File: src/rtl/booth_mul_seq.sv
// Iterative radix-4 Booth multiplier: a Booth encoder on the latched multiplier
// and a shift/accumulate datapath that retires one encoded digit per clock.

module booth_radix4 #(
  parameter int WIDTH = 8
) (
  input  logic [WIDTH-1:0]           b_i,
  input  logic                       unsigned_i,
  output logic [3*(WIDTH/2+1)-1:0]   enc_o
);

  localparam int NDIG = WIDTH / 2 + 1;

  logic [2*NDIG:0] bExt;
  logic            b2, b1, b0;

  // Multiplier widened by two bits (sign or zero fill) plus the implicit zero below the LSB
  assign bExt = {{2{~unsigned_i & b_i[WIDTH-1]}}, b_i, 1'b0};

  always_comb begin
    enc_o = '0;
    b2    = 1'b0;
    b1    = 1'b0;
    b0    = 1'b0;
    for (int i = 0; i < NDIG; i++) begin
      b2 = bExt[2*i+2];
      b1 = bExt[2*i+1];
      b0 = bExt[2*i];
      enc_o[3*i+2] = b2 & ~(b1 & b0);
      enc_o[3*i+1] = (b2 == b1) && (b1 == b0);
      enc_o[3*i]   = (b2 & ~b1 & ~b0) | (~b2 & b1 & b0);
    end
  end

endmodule

module booth_mul_seq #(
  parameter int WIDTH = 8
) (
  input  logic                 clk_i,
  input  logic                 rst_i,
  input  logic                 in_valid_i,
  output logic                 in_ready_o,
  input  logic [WIDTH-1:0]     a_i,
  input  logic [WIDTH-1:0]     b_i,
  input  logic                 unsigned_i,
  input  logic                 flush_i,
  output logic                 out_valid_o,
  input  logic                 out_ready_i,
  output logic [2*WIDTH-1:0]   prod_o
);

  localparam int NDIG = WIDTH / 2 + 1;
  localparam int AW   = 2 * WIDTH + 2;
  localparam int CW   = $clog2(NDIG);

  typedef enum logic [1:0] {IDLE, BUSY, DONE} state_t;

  state_t               state_q, state_d;
  logic [CW-1:0]        cnt_q, cnt_d;
  logic [AW-1:0]        acc_q, acc_d;
  logic [WIDTH-1:0]     aLat_q, aLat_d;
  logic [WIDTH-1:0]     bLat_q, bLat_d;
  logic                 uns_q, uns_d;
  logic [2*WIDTH-1:0]   prod_q, prod_d;

  logic [3*NDIG-1:0]    enc;
  logic [2:0]           digit;
  logic [WIDTH:0]       extA;
  logic [WIDTH+1:0]     mag;
  logic [WIDTH+1:0]     pp;
  logic [AW-1:0]        ppShift;
  logic [AW-1:0]        accSum;

  booth_radix4 #(.WIDTH(WIDTH)) uEnc (
    .b_i        (bLat_q),
    .unsigned_i (uns_q),
    .enc_o      (enc)
  );

  // Partial product for the current digit, sign-extended and aligned to weight 4^cnt
  always_comb begin
    digit   = enc[3*cnt_q +: 3];
    extA    = {~uns_q & aLat_q[WIDTH-1], aLat_q};
    mag     = digit[1] ? '0 : (digit[0] ? {extA, 1'b0} : {extA[WIDTH], extA});
    pp      = digit[2] ? -mag : mag;
    ppShift = {{(AW-WIDTH-2){pp[WIDTH+1]}}, pp} << {cnt_q, 1'b0};
    accSum  = acc_q + ppShift;
  end

  always_comb begin
    state_d = state_q;
    cnt_d   = cnt_q;
    acc_d   = acc_q;
    aLat_d  = aLat_q;
    bLat_d  = bLat_q;
    uns_d   = uns_q;
    prod_d  = prod_q;
    case (state_q)
      IDLE: begin
        if (in_valid_i) begin
          aLat_d  = a_i;
          bLat_d  = b_i;
          uns_d   = unsigned_i;
          acc_d   = '0;
          cnt_d   = '0;
          state_d = BUSY;
        end
      end
      BUSY: begin
        acc_d = accSum;
        cnt_d = cnt_q + 1'b1;
        if (cnt_q == CW'(NDIG-1)) begin
          cnt_d   = '0;
          prod_d  = accSum[2*WIDTH-1:0];
          state_d = DONE;
        end
      end
      DONE: begin
        if (out_ready_i) state_d = IDLE;
      end
      default: state_d = IDLE;
    endcase
    // Abort overrides everything, including an accept or the final accumulate
    if (flush_i) begin
      state_d = IDLE;
      cnt_d   = '0;
      aLat_d  = aLat_q;
      bLat_d  = bLat_q;
      uns_d   = uns_q;
      prod_d  = prod_q;
    end
  end

  always_ff @(posedge clk_i or posedge rst_i) begin
    if (rst_i) state_q <= IDLE;
    else       state_q <= state_d;
  end

  always_ff @(posedge clk_i or posedge rst_i) begin
    if (rst_i) begin
      cnt_q  <= '0;
      acc_q  <= '0;
      aLat_q <= '0;
      bLat_q <= '0;
      uns_q  <= 1'b0;
      prod_q <= '0;
    end else begin
      cnt_q  <= cnt_d;
      acc_q  <= acc_d;
      aLat_q <= aLat_d;
      bLat_q <= bLat_d;
      uns_q  <= uns_d;
      prod_q <= prod_d;
    end
  end

  assign in_ready_o  = (state_q == IDLE);
  assign out_valid_o = (state_q == DONE);
  assign prod_o      = prod_q;

endmodule

File: config.mk
export PLATFORM = sky130hd
export DESIGN_NAME = booth_mul_seq
export DESIGN_NICKNAME = d
export VERILOG_FILES = /design/src/rtl/booth_mul_seq.sv
export SDC_FILE = /design/constraint.sdc
export NUM_CORES = 1
export LEC_CHECK = 0
export ABC_CLOCK_PERIOD_IN_PS = 11370
export CAP_MARGIN = 10
export CELL_PAD_IN_SITES_DETAIL_PLACEMENT = 1
export CELL_PAD_IN_SITES_GLOBAL_PLACEMENT = 1
export CORE_MARGIN = 2
export CORE_UTILIZATION = 49
export DETAILED_ROUTE_END_ITERATION = 8
export PLACE_DENSITY_LB_ADDON = 0.1
export RECOVER_POWER = 25
export SLEW_MARGIN = 30
export SYNTH_ARGS = -nofsm -noshare
export SYNTH_HDL_FRONTEND = slang
export SYNTH_SLANG_ARGS = --single-unit
File: constraint.sdc
create_clock -name clk_i -period 11.37 [get_ports clk_i]
set_clock_uncertainty 0.05 [all_clocks]
set_input_delay 2.274 -clock clk_i [delete_from_list [all_inputs] [get_ports clk_i]]
set_output_delay 2.274 -clock clk_i [all_outputs]
set_load 0.01 [all_outputs]
==> tab_implementation.tex, run 1 <==
\begin{tabular}{lr}
\hline
Metric & Value \\
\hline
\multicolumn{2}{l}{\textbf{Clocking}} \\
Buffer levels on the longest clock path & 2 \\
Resize count post-CTS & 0 \\
Hold buffers post-CTS & 0 \\
Count of buffers added by post-CTS timing repair for setup & 0 \\
CTS root buffer & sky130\_fd\_sc\_hd\_\_clkbuf\_8 \\
Clock slew at reported path FFs & 120 ps \\
H-tree depth reported by CTS & 2 \\
TritonCTS clock tree & yes \\
Clock latency at the later pin of the worst-skew pair & 330 ps \\
Number of sinks handled by clock tree synthesis & 54 \\
Num CTS Buffers & 5 \\
\multicolumn{2}{l}{\textbf{Pwr}} \\
Leakage power & 2.15 nW \\
Switching part of the total power & 45.3\% \\
Share of power burned in combinational logic & 57.6\% \\
Switching power summed over all nets & 415 uW \\
Worst-case vdd ir drop & 0.0996 mV \\
Share of power burned in the clock network & 13.4\% \\
Cell Pwr Density & 189 nW/um\^{}2 \\
Internal Dissipation & 501 uW \\
Sequential fraction of design power & 29.1\% \\
\multicolumn{2}{l}{\textbf{Routing}} \\
DR pass1 iterations & 4 \\
Detailed-route via count & 3828 \\
Routed via count divided by cell count & 6.34 \\
Detailed-route wire length & 12.2 mm \\
Antenna violation net count after detailed routing & 0 \\
Number of DRC markers after the initial detailed-route iteration & 182 \\
Average detailed-routed wire length per instance & 20.2 microns \\
Number of remaining DRC errors & 0 \\
\multicolumn{2}{l}{\textbf{Logic synthesis}} \\
Syn Std Cell Area & 4290 sq um \\
Number of synthesized register bits & 54 \\
Net Count, Synth & 517 \\
Yosys synthesis warning count & 0 \\
Library cell occupying the most area in the post-synthesis netlist & sky130\_fd\_sc\_hd\_\_dfrtp\_1 \\
Post-synth top flop & sky130\_fd\_sc\_hd\_\_dfrtp\_1 \\
Portion of synthesized cell area occupied by the leading cell type & 31.5\% \\
Synth top area cells & sky130\_fd\_sc\_hd\_\_dfrtp\_1, sky130\_fd\_sc\_hd\_\_ha\_1, sky130\_fd\_sc\_hd\_\_mux2\_2 \\
Async set or reset register ratio after synthesis & 100\% \\
Syn Area/Cell & 9.18 sq um \\
Number of enable flip-flop cells after synthesis & 0 \\
Post-synth cell types & 70 \\
Sequential element share of the synthesized area & 31.5\% \\
Number of instances in the synthesized netlist & 467 \\
\multicolumn{2}{l}{\textbf{Final layout}} \\
Commonest cells after routing, fill and taps aside & sky130\_fd\_sc\_hd\_\_dfrtp\_1, sky130\_fd\_sc\_hd\_\_clkdlybuf4s50\_1, sky130\_fd\_sc\_hd\_\_nand2\_1 \\
Layout cells sized above 1 & 12.1\% \\
Final \#Nets & 545 \\
Most common cell after layout, fill and taps aside & sky130\_fd\_sc\_hd\_\_dfrtp\_1 \\
Ant diodes & 0 \\
Area growth from synthesis to layout & 13.3\% \\
\multicolumn{2}{l}{\textbf{Timing}} \\
Shortest period the worst path allows & 6760 ps \\
Relative slew margins & -100\% \\
Number of slew-limit violations in the final report & 55 \\
Final sum of negative setup slack & 0 ps \\
Fin Hold WS & 472 ps \\
Number of endpoints failing setup at the final stage & 0 \\
Maximum clock frequency & 148 MHz \\
Minimum setup slack in the final design & 4610 ps \\
Setup repair after global routing missed its margin & false \\
Final hold violation count & 0 \\
Period utilisation layout & 59.5\% \\
Slew of the pin with the lowest slew margin & 3010 ps \\
\multicolumn{2}{l}{\textbf{Floorplanning}} \\
Count of boundary I/O pins & 40 \\
Height of the chip & 97.5 microns \\
Number of standard-cell rows in the floorplan & 34 \\
Effective utilization at floorplan & 49.9\% \\
Placeable core region & 8590 sq um \\
Area of the die & 9510 sq um \\
Die W & 97.5 microns \\
\multicolumn{2}{l}{\textbf{Worst setup path}} \\
Max Fanout on Critical Path & 21 \\
Endpoint kind of the worst setup timing path & flop \\
Data arrival at the endpoint of the critical path & 6930 ps \\
Required time of the worst setup path & 11540 ps \\
Startpoint-to-endpoint class of the critical path & reg2reg \\
Startpoint type of the worst setup path & flop \\
\multicolumn{2}{l}{\textbf{Outcome}} \\
Failing checks & max-capacitance violations, max-slew violations \\
Result of the run & finished, violations left \\
\multicolumn{2}{l}{\textbf{Min path}} \\
Worst min-delay path category & reg2reg \\
\multicolumn{2}{l}{\textbf{Placed design}} \\
Number of input and output port buffers inserted & 39 \\
Routability Congestion & 0.872 \\
Pre-CTS worst setup slack & 4740 ps \\
Hpwl dp & 9.22 mm \\
\multicolumn{2}{l}{\textbf{GRT}} \\
GRT Util Overall & 26.7\% \\
Pin count of the biggest net entering global routing & 55 \\
First-pass GRT wire length & 20.9 mm \\
Remaining global-route overflow & 0 \\
Number of global-route vias before repair & 4158 \\
Initial antenna violation count & 1 \\
\multicolumn{2}{l}{\textbf{Flow run}} \\
Total of max-cap violations & 1 \\
\hline
\end{tabular}
-- per-stage QoR --
step                      util [%]  std cells  cell area (sq um)  total power, mW
after floorplan                  -        467               4290            0.646
after global placement        55.3        596               4750            0.754
final                         56.5        604               4860            0.916
after global routing          56.5        604               4860            0.985
after CTS                     56.5        604               4850            0.916
after detailed placement      55.3        596               4750            0.784
-- critical path: stages (launching register included) --
cell and delay (ps):
sky130_fd_sc_hd__dfrtp_1 680, sky130_fd_sc_hd__nor2b_1 290, sky130_fd_sc_hd__a22oi_1 520, sky130_fd_sc_hd__nand3_1 340
sky130_fd_sc_hd__and3_1 340, sky130_fd_sc_hd__inv_1 140, sky130_fd_sc_hd__ha_1 290, sky130_fd_sc_hd__nor2b_1 210
sky130_fd_sc_hd__a32oi_1 190, sky130_fd_sc_hd__or3_1 400, sky130_fd_sc_hd__mux2_2 270, sky130_fd_sc_hd__o221a_1 260
sky130_fd_sc_hd__mux2_2 280, sky130_fd_sc_hd__o32ai_2 150, sky130_fd_sc_hd__ha_1 340, sky130_fd_sc_hd__and3_1 220
sky130_fd_sc_hd__a2111oi_0 630, sky130_fd_sc_hd__nor2_1 190, sky130_fd_sc_hd__a21o_1 220, sky130_fd_sc_hd__a21oi_1 240
sky130_fd_sc_hd__xnor2_1 130, sky130_fd_sc_hd__mux2_2 270
-- cell usage after synthesis, types with 9 or more instances --
master / number
sky130_fd_sc_hd__nand3_1: 12
sky130_fd_sc_hd__nor2_1: 28
sky130_fd_sc_hd__o31ai_1: 10
sky130_fd_sc_hd__inv_1: 22
sky130_fd_sc_hd__nand2_1: 33
sky130_fd_sc_hd__clkbuf_1: 11
sky130_fd_sc_hd__ha_1: 27
sky130_fd_sc_hd__xnor2_1: 11
sky130_fd_sc_hd__dfrtp_1: 54
sky130_fd_sc_hd__a21o_1: 9
sky130_fd_sc_hd__a211oi_1: 10
sky130_fd_sc_hd__mux2_2: 27
sky130_fd_sc_hd__a21oi_1: 24
sky130_fd_sc_hd__o21ai_0: 30
sky130_fd_sc_hd__nor2b_1: 10
sky130_fd_sc_hd__a22o_1: 16
sky130_fd_sc_hd__nor3_1: 12
-- power by group through the flow --
stage                     Combinational (mW)  Sequential, mW  Clock [mW]
after floorplan                        0.391           0.256           0
after global placement                 0.487           0.267           0
after detailed placement               0.515           0.269           0
after CTS                              0.524           0.265       0.126
after global routing                   0.581           0.271       0.132
final                                  0.527           0.266       0.122
-- registers in the layout (all words and copies together) (netlist names) --
name     count
acc_q       16
prod_o      16
aLat_q       8
bLat_q       8
cnt_q        3
state_q      2
uns_q        1
-- layer usage --
layer,global-route usage [%],share of wire (%),wire length (microns),vias to the layer above
met4,7.16,1.8,218,2
met5,0,0.057,7,-
met3,3.74,3.6,445,22
li1,-,-,-,1793
met2,45.7,48,5880,85
met1,35.5,46,5670,1926
-- area by class of cell --
cell class / instances / area (sq um)
multi-input combinational: 366 / 2750
timing repair buffer: 46 / 439
tap: 108 / 135
clock inverter: 2 / 16.3
sequential: 54 / 1350
fill: 1020 / 3740
inverter: 22 / 82.6
clock buffer: 6 / 82.6
-- path summary, 6_finish.rpt --
check	from	end	slack, ps	cells past startpoint
hold / removal	prod_o[3]	prod_o[3]	470	1
min in group asynchronous	rst_i	state_q[0]	3480	3
setup / recovery	cnt_q[1]	prod_o[13]	4610	21
hold reg to reg	prod_o[3]	prod_o[3]	470	1
max in group asynchronous	rst_i	prod_o[15]	6100	3
setup reg to reg	cnt_q[1]	prod_o[13]	4610	21
-- cell families (layout without fill, tap and decap cells) --
logic type | count (synthesis) | after routing | synth area share (%)
flops | 54 | 54 | 31.5
xor+xnor | 16 | 16 | 3.27
buf+inv | 47 | 76 | 4.82
simple gates | 137 | 137 | 16.8
compound gates | 148 | 148 | 25.1
fa+ha+maj | 28 | 28 | 8.35
mux | 37 | 37 | 10.1
(Power assumes the default switching activity.)
==> run 2, diff against run 1 <==
--- a/config.mk
+++ b/config.mk
@@ -5,12 +5,12 @@
 export SDC_FILE = /design/constraint.sdc
 export NUM_CORES = 1
 export LEC_CHECK = 0
-export ABC_CLOCK_PERIOD_IN_PS = 11370
+export ABC_CLOCK_PERIOD_IN_PS = 6300
 export CAP_MARGIN = 10
 export CELL_PAD_IN_SITES_DETAIL_PLACEMENT = 1
 export CELL_PAD_IN_SITES_GLOBAL_PLACEMENT = 1
 export CORE_MARGIN = 2
-export CORE_UTILIZATION = 49
+export CORE_UTILIZATION = 45
 export DETAILED_ROUTE_END_ITERATION = 8
 export PLACE_DENSITY_LB_ADDON = 0.1
 export RECOVER_POWER = 25
==> constraint.sdc (replaced) <==
create_clock -name clk_i -period 6.3 [get_ports clk_i]
set_clock_uncertainty 0.05 [all_clocks]
set_input_delay 1.26 -clock clk_i [delete_from_list [all_inputs] [get_ports clk_i]]
set_output_delay 1.26 -clock clk_i [all_outputs]
set_load 0.01 [all_outputs]
==> run 2 against run 1 <==
Compared with the run above:
- the run still ends with max-capacitance violations, max-slew violations left
- first-iteration DRC count decreased by 9.9%
- final area increased by 1.9%
- sequential share of layout area decreased by 0.50 points
- clock-buffer cell count decreased by 1
- clock power grew 61%
- critical path type unchanged
- total power grew 76%
- critical path depth up 2
- global-route usage down 2.7 points
- wire length is 5.6% lower
- worst setup slack got worse by 4200 ps
- flip-flop and latch count is the same
- cell count grew 4.6%
==> tab_implementation.tex, run 2 (same netlist as run 1, synthesis figures left out) <==
\begin{tabular}{lr}
\hline
Metric & Value \\
\hline
\multicolumn{2}{l}{\textbf{Worst setup path}} \\
Largest stage delay on the critical path & 440 ps \\
Data arrival at the endpoint of the critical path & 6080 ps \\
Reg-to-reg startpoint & bLat\_q[3] \\
Max Fanout on Critical Path & 7 \\
Critical-path top delay cell & sky130\_fd\_sc\_hd\_\_dfrtp\_2 \\
Critical Path Most Common Cell & sky130\_fd\_sc\_hd\_\_mux2\_2 \\
Cell family with most CP delay & compound AO/OA/AOI/OAI gates \\
Startpoint-to-endpoint class of the critical path & reg2reg \\
Cells along the critical path & inv\_1 -> ha\_1 -> mux2\_4 -> a211o\_4 -> nand3\_1 -> mux2\_2 -> nand2\_1 -> ha\_2 -> nor2b\_1 -> a32oi\_1 -> or3\_1 -> mux2\_2 -> o221a\_1 -> mux2\_2 -> o32ai\_2 -> ha\_1 -> and3\_1 -> a2111oi\_4 -> nor2\_1 -> a21o\_1 -> a21oi\_1 -> xnor2\_1 -> mux2\_2 \\
Crit path buf inv count & 1 \\
Startpoint type of the worst setup path & flop \\
Reg-to-reg slack, setup & 370 ps \\
Endpoint kind of the worst setup timing path & flop \\
Required time of the worst setup path & 6460 ps \\
Register-to-Register Path Depth & 23 \\
Terminus of the critical flop-to-flop path & prod\_o[13] \\
\multicolumn{2}{l}{\textbf{Timing}} \\
Period utilisation layout & 94.1\% \\
Number of endpoints failing setup at the final stage & 0 \\
Shortest period the worst path allows & 5930 ps \\
Maximum clock frequency & 169 MHz \\
Number of slew-limit violations in the final report & 55 \\
Final hold violation count & 0 \\
Setup repair after global routing missed its margin & false \\
Slew of the pin with the lowest slew margin & 2940 ps \\
Minimum setup slack in the final design & 375 ps \\
Relative slew margins & -96.1\% \\
Final sum of negative setup slack & 0 ps \\
\multicolumn{2}{l}{\textbf{Routing}} \\
Number of remaining DRC errors & 0 \\
Number of DRC markers after the initial detailed-route iteration & 164 \\
Average detailed-routed wire length per instance & 18.2 microns \\
DR pass1 iterations & 4 \\
Antenna violation net count after detailed routing & 0 \\
Detailed-route wire length & 11.5 mm \\
Detailed-route via count & 3750 \\
Routed via count divided by cell count & 5.93 \\
\multicolumn{2}{l}{\textbf{Clocking}} \\
Clock latency at the later pin of the worst-skew pair & 310 ps \\
CTS root buffer & sky130\_fd\_sc\_hd\_\_clkbuf\_8 \\
Clock slew at reported path FFs & 100 ps \\
Number of sinks handled by clock tree synthesis & 54 \\
Count of buffers added by post-CTS timing repair for setup & 0 \\
Num CTS Buffers & 5 \\
Buffer levels on the longest clock path & 2 \\
H-tree depth reported by CTS & 2 \\
TritonCTS clock tree & yes \\
\multicolumn{2}{l}{\textbf{Pwr}} \\
Worst-case vdd ir drop & 0.162 mV \\
Switching power summed over all nets & 714 uW \\
Share of power burned in the clock network & 12.2\% \\
Sequential fraction of design power & 29.6\% \\
Leakage power & 2.18 nW \\
Internal Dissipation & 900 uW \\
Power consumption & 1.61 mW \\
Cell Pwr Density & 326 nW/um\^{}2 \\
Share of power burned in combinational logic & 58.1\% \\
Switching part of the total power & 44.2\% \\
\multicolumn{2}{l}{\textbf{Final layout}} \\
Ant diodes & 0 \\
Most common cell after layout, fill and taps aside & sky130\_fd\_sc\_hd\_\_dfrtp\_1 \\
Commonest cells after routing, fill and taps aside & sky130\_fd\_sc\_hd\_\_dfrtp\_1, sky130\_fd\_sc\_hd\_\_clkdlybuf4s50\_1, sky130\_fd\_sc\_hd\_\_nand2\_1 \\
Final \#Nets & 553 \\
Layout cells sized above 1 & 13.9\% \\
Area growth from synthesis to layout & 15.5\% \\
\multicolumn{2}{l}{\textbf{GRT}} \\
Number of global-route vias before repair & 3920 \\
First-pass GRT wire length & 19.8 mm \\
GRT Util Overall & 24.0\% \\
Initial antenna violation count & 0 \\
Pin count of the biggest net entering global routing & 55 \\
Remaining global-route overflow & 0 \\
\multicolumn{2}{l}{\textbf{Outcome}} \\
Failing checks & max-capacitance violations, max-slew violations \\
Result of the run & finished, violations left \\
\multicolumn{2}{l}{\textbf{Floorplanning}} \\
Height of the chip & 102 microns \\
Die W & 102 microns \\
Area of the die & 10300 sq um \\
Number of standard-cell rows in the floorplan & 35 \\
Count of boundary I/O pins & 40 \\
Placeable core region & 9240 sq um \\
Effective utilization at floorplan & 46.4\% \\
\multicolumn{2}{l}{\textbf{Placed design}} \\
Number of input and output port buffers inserted & 39 \\
Hpwl dp & 8.88 mm \\
Routability Congestion & 0.860 \\
Pre-CTS worst setup slack & 76.9 ps \\
\multicolumn{2}{l}{\textbf{Min path}} \\
Number of instances on the worst hold path & 1 \\
Worst min-delay path category & reg2reg \\
Hold Path End & prod\_o[4] \\
Critical hold path startpoint & prod\_o[4] \\
\multicolumn{2}{l}{\textbf{Flow run}} \\
Total of max-cap violations & 1 \\
\hline
\end{tabular}
run 2: routing by layer:
metal | up-vias | share of wire (%) | track usage, %
li1 | 1815 | - | -
met1 | 1845 | 48 | 33.8
met2 | 76 | 48 | 39.5
met3 | 14 | 3.7 | 2.97
met4 | 0 | 1.2 | 5.41
met5 | - | 0 | 0
run 2: layout make-up:
type / count / area (sq um)
inverters: 22 / 82.6
clock inverters: 2 / 15.0
fillers: 1105 / 4290
clock buffers: 5 / 68.8
multi-input cells: 366 / 2770
flip-flops and latches: 54 / 1350
repair buffers: 54 / 499
well taps: 129 / 161
run 2: worst max-delay path by stage:
stage / startpoint / endpoint / slack, ps / cells after the start
floorplan: bLat_q[3] / prod_o[15] / 580 / 22
global placement: bLat_q[3] / prod_o[13] / 300 / 23
detailed placement: bLat_q[3] / prod_o[13] / 80 / 23
CTS: bLat_q[3] / prod_o[13] / 60 / 23
global route: bLat_q[3] / prod_o[13] / 5 / 23
finish: bLat_q[3] / prod_o[13] / 370 / 23
run 2: power groups by stage:
stage | clock network, mW | logic (mW) | registers, mW
after global placement | 0 | 0.884 | 0.481
after CTS | 0.207 | 0.925 | 0.478
after detailed placement | 0 | 0.918 | 0.484
after floorplan | 0 | 0.705 | 0.461
final | 0.197 | 0.939 | 0.479
after global routing | 0.218 | 1.06 | 0.490
run 2: metrics by stage:
| step | utilization (%) | hold slack (ps) | instance area (sq um) | std cells |
|---|---|---|---|---|
| after global routing | 53.6 | 480 | 4950 | 632 |
| after detailed placement | 52.4 | 445 | 4840 | 625 |
| after global placement | 52.4 | 439 | 4840 | 625 |
| after floorplan | - | 428 | 4290 | 467 |
| after CTS | 53.3 | 469 | 4920 | 632 |
| final | 53.6 | 465 | 4950 | 632 |
run 2: what timing repair did:
action	4_1_cts	5_1_grt
hold buffers	0	0
endpoints found under the setup margin	0	5
resized for setup	0	5
==> run 3, diff against run 2 <==
--- a/config.mk
+++ b/config.mk
@@ -13,8 +13,8 @@
 export CORE_UTILIZATION = 45
 export DETAILED_ROUTE_END_ITERATION = 8
 export PLACE_DENSITY_LB_ADDON = 0.1
-export RECOVER_POWER = 25
-export SLEW_MARGIN = 30
+export RECOVER_POWER = 100
+export SLEW_MARGIN = 20
 export SYNTH_ARGS = -nofsm -noshare
 export SYNTH_HDL_FRONTEND = slang
 export SYNTH_SLANG_ARGS = --single-unit
==> run 3 against run 2 <==
Compared with the run above:
- the run still ends with max-capacitance violations, max-slew violations left
- worst setup slack improved by 1.3 ps
- flip-flop and latch count stayed put
- combinational power hardly changed
- critical endpoint unchanged
==> tab_implementation.tex, run 3 (same netlist as run 1, synthesis figures left out) <==
\begin{tabular}{lr}
\hline
Metric & Value \\
\hline
\multicolumn{2}{l}{\textbf{Worst setup path}} \\
Register-to-Register Path Depth & 23 \\
Largest stage delay on the critical path & 440 ps \\
Cell count along the critical path & 23 \\
Required time of the worst setup path & 6460 ps \\
Startpoint-to-endpoint class of the critical path & reg2reg \\
Critical-path top delay cell & sky130\_fd\_sc\_hd\_\_dfrtp\_2 \\
Endpoint kind of the worst setup timing path & flop \\
Cell family with most CP delay & compound AO/OA/AOI/OAI gates \\
Startpoint type of the worst setup path & flop \\
Crit path buf inv count & 1 \\
Max Fanout on Critical Path & 7 \\
Cells along the critical path & inv\_1 -> ha\_1 -> mux2\_4 -> a211o\_4 -> nand3\_1 -> mux2\_2 -> nand2\_1 -> ha\_2 -> nor2b\_1 -> a32oi\_1 -> or3\_1 -> mux2\_2 -> o221a\_1 -> mux2\_2 -> o32ai\_2 -> ha\_1 -> and3\_1 -> a2111oi\_4 -> nor2\_1 -> a21o\_1 -> a21oi\_1 -> xnor2\_1 -> mux2\_2 \\
Critical Path Most Common Cell & sky130\_fd\_sc\_hd\_\_mux2\_2 \\
Data arrival at the endpoint of the critical path & 6080 ps \\
Reg-to-reg slack, setup & 380 ps \\
\multicolumn{2}{l}{\textbf{GRT}} \\
Number of global-route vias before repair & 3920 \\
Pin count of the biggest net entering global routing & 55 \\
GRT Util Overall & 24.0\% \\
Initial antenna violation count & 0 \\
Remaining global-route overflow & 0 \\
First-pass GRT wire length & 19.8 mm \\
\multicolumn{2}{l}{\textbf{Min path}} \\
Number of instances on the worst hold path & 1 \\
Worst min-delay path category & reg2reg \\
\multicolumn{2}{l}{\textbf{Pwr}} \\
Sequential fraction of design power & 29.6\% \\
Leakage power & 2.22 nW \\
Share of power burned in combinational logic & 58.1\% \\
Internal Dissipation & 898 uW \\
Cell Pwr Density & 327 nW/um\^{}2 \\
Worst-case vdd ir drop & 0.163 mV \\
Switching power summed over all nets & 714 uW \\
Share of power burned in the clock network & 12.3\% \\
Switching part of the total power & 44.3\% \\
\multicolumn{2}{l}{\textbf{Clocking}} \\
H-tree depth reported by CTS & 2 \\
Hold buffers post-CTS & 0 \\
TritonCTS clock tree & yes \\
Clock latency at the later pin of the worst-skew pair & 310 ps \\
Num CTS Buffers & 5 \\
Count of buffers added by post-CTS timing repair for setup & 0 \\
CTS root buffer & sky130\_fd\_sc\_hd\_\_clkbuf\_8 \\
Clock slew at reported path FFs & 100 ps \\
Number of sinks handled by clock tree synthesis & 54 \\
Buffer levels on the longest clock path & 2 \\
\multicolumn{2}{l}{\textbf{Placed design}} \\
Number of input and output port buffers inserted & 39 \\
Hpwl dp & 8.88 mm \\
Pre-CTS worst setup slack & 76.9 ps \\
Routability Congestion & 0.860 \\
\multicolumn{2}{l}{\textbf{Routing}} \\
Number of DRC markers after the initial detailed-route iteration & 180 \\
Average detailed-routed wire length per instance & 18.3 microns \\
Detailed-route via count & 3741 \\
DR pass1 iterations & 4 \\
Number of remaining DRC errors & 0 \\
Detailed-route wire length & 11.5 mm \\
Antenna violation net count after detailed routing & 0 \\
Routed via count divided by cell count & 5.92 \\
\multicolumn{2}{l}{\textbf{Floorplanning}} \\
Height of the chip & 102 microns \\
Count of boundary I/O pins & 40 \\
Effective utilization at floorplan & 46.4\% \\
Number of standard-cell rows in the floorplan & 35 \\
Placeable core region & 9240 sq um \\
Die W & 102 microns \\
Area of the die & 10300 sq um \\
\multicolumn{2}{l}{\textbf{Final layout}} \\
Fillcell total & 1106 \\
Final Util & 53.4\% \\
Layout cells sized above 1 & 13.3\% \\
Most common cell after layout, fill and taps aside & sky130\_fd\_sc\_hd\_\_dfrtp\_1 \\
Commonest cells after routing, fill and taps aside & sky130\_fd\_sc\_hd\_\_dfrtp\_1, sky130\_fd\_sc\_hd\_\_nand2\_1, sky130\_fd\_sc\_hd\_\_o21ai\_0 \\
Ant diodes & 0 \\
Area growth from synthesis to layout & 15.0\% \\
Final \#Nets & 553 \\
\multicolumn{2}{l}{\textbf{Timing}} \\
Final sum of negative setup slack & 0 ps \\
Setup repair after global routing missed its margin & false \\
Shortest period the worst path allows & 5920 ps \\
Relative slew margins & -95.6\% \\
Period utilisation layout & 94.0\% \\
Number of slew-limit violations in the final report & 76 \\
Final hold violation count & 0 \\
Maximum clock frequency & 169 MHz \\
Slew of the pin with the lowest slew margin & 2930 ps \\
Minimum setup slack in the final design & 376 ps \\
Number of endpoints failing setup at the final stage & 0 \\
\multicolumn{2}{l}{\textbf{Flow run}} \\
Total of max-cap violations & 2 \\
\multicolumn{2}{l}{\textbf{Outcome}} \\
Failing checks & max-capacitance violations, max-slew violations \\
Result of the run & finished, violations left \\
\hline
\end{tabular}
-- run 3: cell types whose count changed in the layout (fill, tap and decap cells not counted), sizes merged --
cell,previous run,this run
dlygate4sd3,1,21
buf,14,13
clkbuf,6,7
clkdlybuf4s50,38,18
-- run 3: what timing repair did --
item / 4_1_cts / 5_1_grt
resized for setup: 0 / 5
endpoints found under the setup margin: 0 / 5
endpoints found under the hold margin: 0 / 0
-- run 3: cell type report --
type	instances	area, sq um	area share, %
multi-input cells	366	2750	55.9
clock buffers	5	68.8	1.40
flip-flops and latches	54	1350	27.4
well taps	129	161	3.27
inverters	22	82.6	1.68
clock inverters	2	15.0	0.305
repair buffers	54	495	10.1
-- run 3: worst paths after layout --
path                              end      start
min in group asynchronous   bLat_q[6]      rst_i
setup reg to reg           prod_o[13]  bLat_q[3]
setup / recovery           prod_o[13]  bLat_q[3]
hold reg to reg             prod_o[4]  prod_o[4]
max in group asynchronous   bLat_q[3]      rst_i
hold / removal              prod_o[4]  prod_o[4]
-- run 3: power by group through the flow --
| stage | combinational [mW] | clock (mW) | sequential (mW) |
|---|---|---|---|
| global placement | 0.884 | 0 | 0.481 |
| detailed placement | 0.918 | 0 | 0.484 |
| floorplan | 0.705 | 0 | 0.461 |
| global route | 1.05 | 0.218 | 0.489 |
| finish | 0.936 | 0.198 | 0.478 |
| CTS | 0.925 | 0.207 | 0.478 |
-- run 3: per-layer routing --
| metal | wire length (microns) | up-vias | GRT usage (%) |
|---|---|---|---|
| met5 | 0 | - | 0 |
| met4 | 142 | 0 | 5.41 |
| met3 | 465 | 15 | 2.97 |
| met2 | 5490 | 81 | 39.5 |
| met1 | 5440 | 1830 | 33.8 |
| li1 | - | 1815 | - |
-- run 3: per-stage QoR --
stage               hold slack [ps]  std cells  power, mW  cell area (sq um)
floorplan                       428        467       1.17               4290
global placement                439        625       1.37               4840
detailed placement              445        625       1.40               4840
CTS                             469        632       1.61               4920
global route                    474        632       1.76               4930
finish                          460        632       1.61               4930
